**config.mk**
```make
export PLATFORM = sky130hd
export DESIGN_NAME = regfile16
export DESIGN_NICKNAME = d
export VERILOG_FILES = /design/src/rtl/regfile16.sv
export SDC_FILE = /design/constraint.sdc
export NUM_CORES = 1
export LEC_CHECK = 0
export ABC_CLOCK_PERIOD_IN_PS = 1700
export BUFFER_PORTS_ARGS = -buffer_cell sky130_fd_sc_hd__buf_2
export CAP_MARGIN = 20
export CORE_MARGIN = 8
export CORE_UTILIZATION = 56
export DETAILED_ROUTE_END_ITERATION = 8
export PLACE_DENSITY = 0.77
export SYNTH_ARGS = -nofsm -noshare
export SYNTH_HDL_FRONTEND = slang
export SYNTH_SLANG_ARGS = --single-unit
```
**constraint.sdc**
```tcl
create_clock -name clk -period 1.7 [get_ports clk]
set_input_delay 0.17 -clock clk [delete_from_list [all_inputs] [get_ports clk]]
set_output_delay 0.17 -clock clk [all_outputs]
set_load 0.005 [all_outputs]
```
**src/rtl/regfile16.sv**
```systemverilog
// 16 x WIDTH register file: two combinational read ports, one write port and a bulk-clear engine.
// Optional write-through forwarding on the read ports when REGFILE_BYPASS_EN is defined.

module mux16_1 (
    input  logic [15:0] d,
    input  logic [3:0]  sel,
    output logic        y
);
    assign y = d[sel];
endmodule

module regfile16 #(
    parameter int WIDTH = 16
) (
    input  logic             clk,
    input  logic             reset_n,
    input  logic             wr_en,
    input  logic [3:0]       wr_addr,
    input  logic [WIDTH-1:0] wr_data,
    input  logic [3:0]       rd_addr_a,
    output logic [WIDTH-1:0] rd_data_a,
    input  logic [3:0]       rd_addr_b,
    output logic [WIDTH-1:0] rd_data_b,
    input  logic             clr_req,
    output logic             busy,
    output logic             clr_done,
    output logic             wr_err
);
    // Handshake: none. wr_en is a one-cycle request accepted only in IDLE;
    // clr_req is sampled in IDLE only; clr_done and wr_err are one-cycle pulses.
    typedef enum logic {
        IDLE  = 1'b0,
        CLEAR = 1'b1
    } clr_state_t;

    clr_state_t       state, state_nxt;
    logic [3:0]       cnt, cnt_nxt;
    logic             clr_done_nxt;
    logic             wr_err_nxt;
    logic             wr_ok;
    logic [WIDTH-1:0] regs [15];
    logic [WIDTH-1:0] mux_a, mux_b;

    always_comb begin
        state_nxt    = state;
        cnt_nxt      = cnt;
        clr_done_nxt = 1'b0;
        wr_err_nxt   = 1'b0;
        wr_ok        = 1'b0;
        case (state)
            IDLE: begin
                wr_ok = wr_en && (wr_addr != 4'd15);
                if (clr_req) begin
                    state_nxt = CLEAR;
                    cnt_nxt   = 4'd0;
                end
            end
            CLEAR: begin
                wr_err_nxt = wr_en;
                if (cnt == 4'd14) begin
                    state_nxt    = IDLE;
                    clr_done_nxt = 1'b1;
                end else begin
                    cnt_nxt = cnt + 4'd1;
                end
            end
            default: state_nxt = IDLE;
        endcase
    end

    always_ff @(posedge clk or negedge reset_n) begin
        if (!reset_n) begin
            state    <= IDLE;
            cnt      <= 4'd0;
            clr_done <= 1'b0;
            wr_err   <= 1'b0;
        end else begin
            state    <= state_nxt;
            cnt      <= cnt_nxt;
            clr_done <= clr_done_nxt;
            wr_err   <= wr_err_nxt;
        end
    end

    // The sweep and an accepted write can never target a register on the same edge:
    // writes are only accepted in IDLE, the sweep only runs in CLEAR.
    always_ff @(posedge clk or negedge reset_n) begin
        if (!reset_n) begin
            for (int i = 0; i < 15; i++) regs[i] <= '0;
        end else begin
            for (int i = 0; i < 15; i++) begin
                if (state == CLEAR && cnt == 4'(i))
                    regs[i] <= '0;
                else if (wr_ok && wr_addr == 4'(i))
                    regs[i] <= wr_data;
            end
        end
    end

    assign busy = (state == CLEAR);

    // One 16:1 mux per data bit and port; column 15 is the hardwired-zero register.
    for (genvar b = 0; b < WIDTH; b++) begin : g_bit
        logic [15:0] col;
        for (genvar r = 0; r < 15; r++) begin : g_row
            assign col[r] = regs[r][b];
        end
        assign col[15] = 1'b0;

        mux16_1 u_mux_a (.d(col), .sel(rd_addr_a), .y(mux_a[b]));
        mux16_1 u_mux_b (.d(col), .sel(rd_addr_b), .y(mux_b[b]));
    end

`ifdef REGFILE_BYPASS_EN
    assign rd_data_a = (wr_ok && wr_addr == rd_addr_a) ? wr_data : mux_a;
    assign rd_data_b = (wr_ok && wr_addr == rd_addr_b) ? wr_data : mux_b;
`else
    assign rd_data_a = mux_a;
    assign rd_data_b = mux_b;
`endif

endmodule

```
### After elaboration in Yosys (flattened, before gate mapping)

Index checks and enable logic that the tools add are counted.

| word-level totals | value |
|---|---|
| bits in registers | 247 |

| cells by class | value |
|---|---|
| mux-type cells | 104 |
| add/sub/neg operators | 1 |
| reduce and logical (&&, ||, !) cells | 49 |
| bitwise logic cells | 1 |
| $lt $le $gt $ge | 2 |
| equality and inequality tests | 31 |

Operators by type and width:

| kind | number |
|---|---|
| $mux 16 | 30 |
| $bmux 1 s4 | 32 |
| $eq 4x4->1 const B | 14 |
| $mux 1 | 38 |
| $eq 4x3->1 const B | 8 |
| $logic_and 1x1->1 | 31 |
| $reduce_bool 2->1 | 15 |
| $eq 4x2->1 const B | 4 |
| $lt 4x5->1 const B | 2 |
| $eq 4x1->1 const B | 2 |
| $logic_not 4->1 | 2 |
| $mux 4 | 2 |
| $pmux 4 s2 | 1 |
| $add 4x1->4 const B | 1 |
| $ne 2x2->1 const B | 2 |
| $ne 4x4->1 const B | 1 |
| $pmux 1 s2 | 1 |
| $reduce_and 2->1 | 1 |
| $not 1->1 | 1 |

### Longest topological paths before layout

| logic depth | value |
|---|---|
| depth after elaboration | 6 |
| mapped depth | 8 |

### Cells and area by module

A second synthesis with hierarchy kept.

| second synthesis, totals | value |
|---|---|
| cell total of the unflattened synthesis | 1272 |
| area, all modules | 14799.2 um^2 |

By module, submodules not included:

| module | seq. area each (um^2) | cells an instance | instances | area each (um^2) |
|---|---|---|---|---|
| regfile16 | 6180.9 | 1048 | 1 | 10475.0 |
| mux16_1 | 0.0 | 7 | 32 | 135.1 |

### Least setup slack after synthesis

Ideal clock, no wire load.

| path | value |
|---|---|
| kind | flip-flop to flip-flop |
| start | register state, in the netlist busy |
| end | register regs, in the netlist g_bit[10].col[0] |
| setup slack | -0.141 ns |
| arrival time | 1.720 ns |
| data required time | 1.579 ns |
| setup time | 0.121 ns |
| buffers on the path | 2 |
| stages on the path, launching flop included | 7 |
| period minus slack after synthesis | 1.841 ns |
| cells stage by stage | dfrtp_1 or4b_1 buf_2 nor3_4 a31oi_4 buf_6 a22o_1 |

| between the ends | value |
|---|---|
| longest elaborated chain between the ends | 3 |
| elaborated cells on any way between the ends | 5 |
| those cells by class | mux (2); reduce/logical (3) |

Ends and longest elaborated chain:

| what | RTL line | source |
|---|---|---|
| from (decl) | 36 | `clr_state_t state, state_nxt;` |
| from (signal assigned) | 78 | `state <= state_nxt;` |
| $mux 1 | 50 | `case (state)` |
| $logic_and 1x1->1 | 94 | `else if (wr_ok && wr_addr == 4'(i))` |
| $reduce_bool 2->1 (no line) | n/a |  |
| to (signal, indexed assignment) | 95 | `regs[i] <= wr_data;` |
| to (decl) | 41 | `logic [WIDTH-1:0] regs [15];` |

Several ways; a longest one is shown, not always the timed one.
A chain may end at the register's enable or synchronous reset.

### Worst setup path after layout

| path | value |
|---|---|
| start | register regs, in the netlist g_bit[15].col[2] |
| end | output port rd_data_a[15] |

| between the ends | value |
|---|---|
| longest elaborated chain between the ends | 2 |

Ends and longest elaborated chain:

| what | RTL line | source |
|---|---|---|
| $bmux 1 s4 | 9 | `assign y = d[sel];` |
| $mux 1 (not written as such) | 9 |  |
| to (decl) | 21 | `output logic [WIDTH-1:0] rd_data_a,` |

No other way between the ends. The select of a mux whose other input is x is not followed.

==> results.json <==
{
  "worstPathCellList": "buf_4, mux4_2, mux2i_1, o21ai_2, buf_2",
  "wl_per_cell_um": 31.7,
  "crit_type": "reg2out",
  "port_buffers": 66,
  "status": "finished, violations left",
  "comb_power_share_pct": 33.5,
  "clk_latency_ns": 0.55,
  "globalRoute.totalOverflow": 0,
  "detail_route.first_pass.iterations": 7,
  "cts-root-to-sink-buffers": 3,
  "drt-vias-per-instance": 7.61,
  "floorplan.io_pins": 67,
  "yosys_warn_count": 0,
  "drc_errors": 0,
  "post_synth_inst_count": 1084,
  "critical-path-max-stage-delay_ns": 0.46,
  "clock_tree_from_tritoncts": "yes",
  "period_share_pct": 131,
  "synth_edf_count": 0,
  "grt_pass1_vias": 11358,
  "worst_ir_drop_vdd_uv": 965,
  "die_width_um": 171,
  "final_antenna_net_count": 0,
  "worstRegToRegCells": 5,
  "count_of_pins_over_their_slew_limit": 0,
  "yosys_register_bits": 247,
  "buffers_inverters_on_critical_path": 2,
  "initial_utilization_pct": 57.0,
  "core_area_um2": 23500,
  "synth_cell_type_count": 40,
  "finish.net_count": 1251,
  "critical_path.top_delay_family": "multiplexers",
  "start_kind": "register",
  "period_minus_slack_ns": 2.23,
  "asyncSetResetFlopFracSynth_pct": 100,
  "timing.critical_path.to_type": "primary output",
  "worstSetupPathDepth": 5,
  "rr_endpoint": "g_bit[13].col[0]",
  "floorplan.die_area_um2": 29100,
  "worst-path-max-fanout": 2,
  "vias": 11838,
  "worst_path_max_delay_cell": "sky130_fd_sc_hd__mux4_2",
  "grt_setup_unrepaired": "true",
  "share_clk_of_total_power_pct": 28.1,
  "drt-initial-drc-count": 1723,
  "fmax_mhz": 448,
  "synthToLayoutAreaGrowth_pct": 25.9,
  "grt_antenna_before_repair": 3,
  "setup_viol": 96,
  "regToRegStartpoint": "busy",
  "cts.htree.levels": 1,
  "pwr_density_cell_nw_per_um2": 1350,
  "fp-row-count": 56,
  "hold_viol": 1,
  "cts_made_buffers": 27,
  "worstSetupEndpoint": "rd_data_a[15]",
  "post_synthesis_sequential_area_ratio_pct": 46.2,
  "total_half_perimeter_wirelength_after_legalization_and_detailed_placement_um": 28000,
  "synth_most_common_cell": "sky130_fd_sc_hd__dfrtp_1",
  "clock_skew_ns": 0.0157,
  "synth.area.top_cells": "sky130_fd_sc_hd__dfrtp_1, sky130_fd_sc_hd__a22o_1, sky130_fd_sc_hd__mux4_2, sky130_fd_sc_hd__mux2i_1, sky130_fd_sc_hd__buf_4",
  "worst-endpoint-arrival_ns": 2.06,
  "place_congestion": 0.899,
  "synth_area_per_cell_um2": 12.3,
  "worst_hold_path_type": "in2reg",
  "yosysTopAreaCellShare_pct": 46.2,
  "power.net_switching_w": 0.00776,
  "postSynthNetCount": 1120,
  "clock_sink_count": 247,
  "internal_power_w": 0.0150,
  "maxSlewHeadroom_pct": 64.0,
  "setup.reg_to_reg.worst_slack_ns": -0.14,
  "post_synth_most_frequent_cells": "sky130_fd_sc_hd__dfrtp_1, sky130_fd_sc_hd__a22o_1, sky130_fd_sc_hd__mux2i_1",
  "clk_pin_slew_worst_paths_ns": 0.06,
  "worst_slack_ns": -0.530,
  "synthDominantAreaCellType": "sky130_fd_sc_hd__dfrtp_1",
  "timing.max_cap.violations": 0,
  "final_core_utilization_pct": 71.7,
  "leakage_nw": 7.59,
  "power.share.switching_pct": 34.0,
  "worstMarginPinSlew_ns": 0.541,
  "clk_root_buffer_cell": "sky130_fd_sc_hd__clkbuf_16",
  "final_layout_size_suffix_gt1_share_pct": 37.9,
  "grt_start_max_net_pins": 46,
  "worstPathRequired_ns": 1.53,
  "synth_ff_type": "sky130_fd_sc_hd__dfrtp_1",
  "mappedNetlistArea_um2": 13400,
  "violations": "negative hold slack, negative setup slack",
  "grt_pass1_wl_um": 70100,
  "startpoint": "g_bit[15].col[2]",
  "grtUsageTotal_pct": 31.7,
  "total_wirelength_of_the_detailed_routed_design_um": 49300,
  "holdWs_ns": -0.00321,
  "die_y_um": 171,
  "totalPowerFinal_w": 0.0228,
  "share_seq_of_total_power_pct": 38.4
}
power by group through the flow:
stage | registers [W] | clock network (W) | logic, W
after CTS | 0.00861 | 0.00639 | 0.00688
final | 0.00876 | 0.00641 | 0.00763
after detailed placement | 0.00871 | 0 | 0.00617
after global placement | 0.00865 | 0 | 0.00598
after global routing | 0.00890 | 0.00663 | 0.00793
after floorplan | 0.00829 | 0 | 0.00426
worst min-delay path: cells and delay by family:
kind | cells | cell delay, ns
AO/OA/AOI/OAI | 1 | 0.04
buffers and inverters | 1 | 0.21
AND/OR/NAND/NOR | 1 | 0.09
sequential cells by signal, summed over array words and instances, names as in the netlist:
register and cells:
g_bit.col 240, cnt 4, busy 1, clr_done 1, wr_err 1
how the worst min path moves through the flow:
stage,start,to,depth (start not counted)
5_1_grt,wr_data[12],g_bit[12].col[8],3
3_5_place_dp,reset_n,g_bit[6].col[3],1
3_3_place_gp,reset_n,g_bit[6].col[7],1
2_1_floorplan,reset_n,busy,0
4_1_cts,wr_data[5],g_bit[5].col[8],3
6_report,wr_data[14],g_bit[14].col[8],3
what timing repair did:
action                                  in CTS  in global routing
gates cloned                                 2                  6
buffers inserted                            48                 15
gates resized for setup                     80                 74
endpoints found under the setup margin     121                212
hold endpoints to repair                   250                  0
hold buffers                                 3                  0
pin swaps                                   23                 15
layout by cell type, fill, tap and decap left out, types with 5 or more instances in the layout:
master	netlist	layout
sky130_fd_sc_hd__a211oi_1	16	5
sky130_fd_sc_hd__a211oi_2	0	11
sky130_fd_sc_hd__a21oi_1	16	11
sky130_fd_sc_hd__a21oi_2	0	5
sky130_fd_sc_hd__a22o_1	208	208
sky130_fd_sc_hd__a22oi_1	16	14
sky130_fd_sc_hd__a31oi_2	3	7
sky130_fd_sc_hd__a31oi_4	1	5
sky130_fd_sc_hd__buf_12	0	34
sky130_fd_sc_hd__buf_2	39	64
sky130_fd_sc_hd__buf_4	37	123
sky130_fd_sc_hd__buf_6	1	17
sky130_fd_sc_hd__clkbuf_16	0	31
sky130_fd_sc_hd__clkbuf_8	0	9
sky130_fd_sc_hd__clkinv_2	0	5
sky130_fd_sc_hd__dfrtp_1	247	247
sky130_fd_sc_hd__mux2i_1	97	88
sky130_fd_sc_hd__mux2i_2	0	5
sky130_fd_sc_hd__mux4_2	80	80
sky130_fd_sc_hd__nand2_1	65	50
sky130_fd_sc_hd__nand2_2	0	10
sky130_fd_sc_hd__nand2_4	0	5
sky130_fd_sc_hd__nand3_1	20	20
sky130_fd_sc_hd__nand3b_1	16	16
sky130_fd_sc_hd__nor2_1	8	5
sky130_fd_sc_hd__nor2_4	2	11
sky130_fd_sc_hd__nor2b_1	20	10
sky130_fd_sc_hd__nor2b_4	0	9
sky130_fd_sc_hd__o211ai_1	17	17
sky130_fd_sc_hd__o21ai_0	49	17
sky130_fd_sc_hd__o21ai_1	0	19
sky130_fd_sc_hd__o21ai_2	0	12
sky130_fd_sc_hd__o2bb2ai_1	15	15
kinds of logic (layout without fill, tap and decap cells):
family          Yosys count  count (layout)  synth area share, %
other cells               0               2                    0
buf+inv                 150             300                 5.67
flops                   247             247                 46.2
compound gates          353             354                 20.9
mux                     177             177                 20.7
xor+xnor                  1               1               0.0655
fa+ha+maj                 4               4                0.374
simple gates            152             152                 6.05
area by class of cell:
class / count / area, µm²
inverters: 4 / 15.0
diodes: 2 / 5.00
repair buffers: 247 / 2280
multi-input cells: 688 / 7000
flip-flops and latches: 247 / 6180
clock buffers: 40 / 815
fillers: 1410 / 6640
clock inverters: 9 / 145
well taps: 319 / 399
routing by layer:
layer  vias to the layer above  global-route usage [%]  wire, µm  part of all wire, %
met4                         4                    18.2      3970                  8.1
met2                      1141                    48.2     22000                   45
met1                      5888                    40.5     16500                   33
met3                       330                    8.67      6820                   14
li1                       4475                       -         -                    -
met5                         -                       0        25                0.051
through the flow:
step	std cells	TNS [ns]	setup slack, ns	hold slack (ns)	cell area [µm²]
CTS	1534	-12.87	-0.446	0.000472	16300
finish	1556	-16.46	-0.530	-0.00321	16800
detailed placement	1432	-6.03	-0.207	0.102	14700
floorplan	1084	-5.17	-0.131	-0.126	13500
global route	1555	-20.51	-0.536	0.00942	16800
global placement	1432	-3.93	-0.193	0.103	14700
Note: power is estimated with default switching activity, not from simulation.
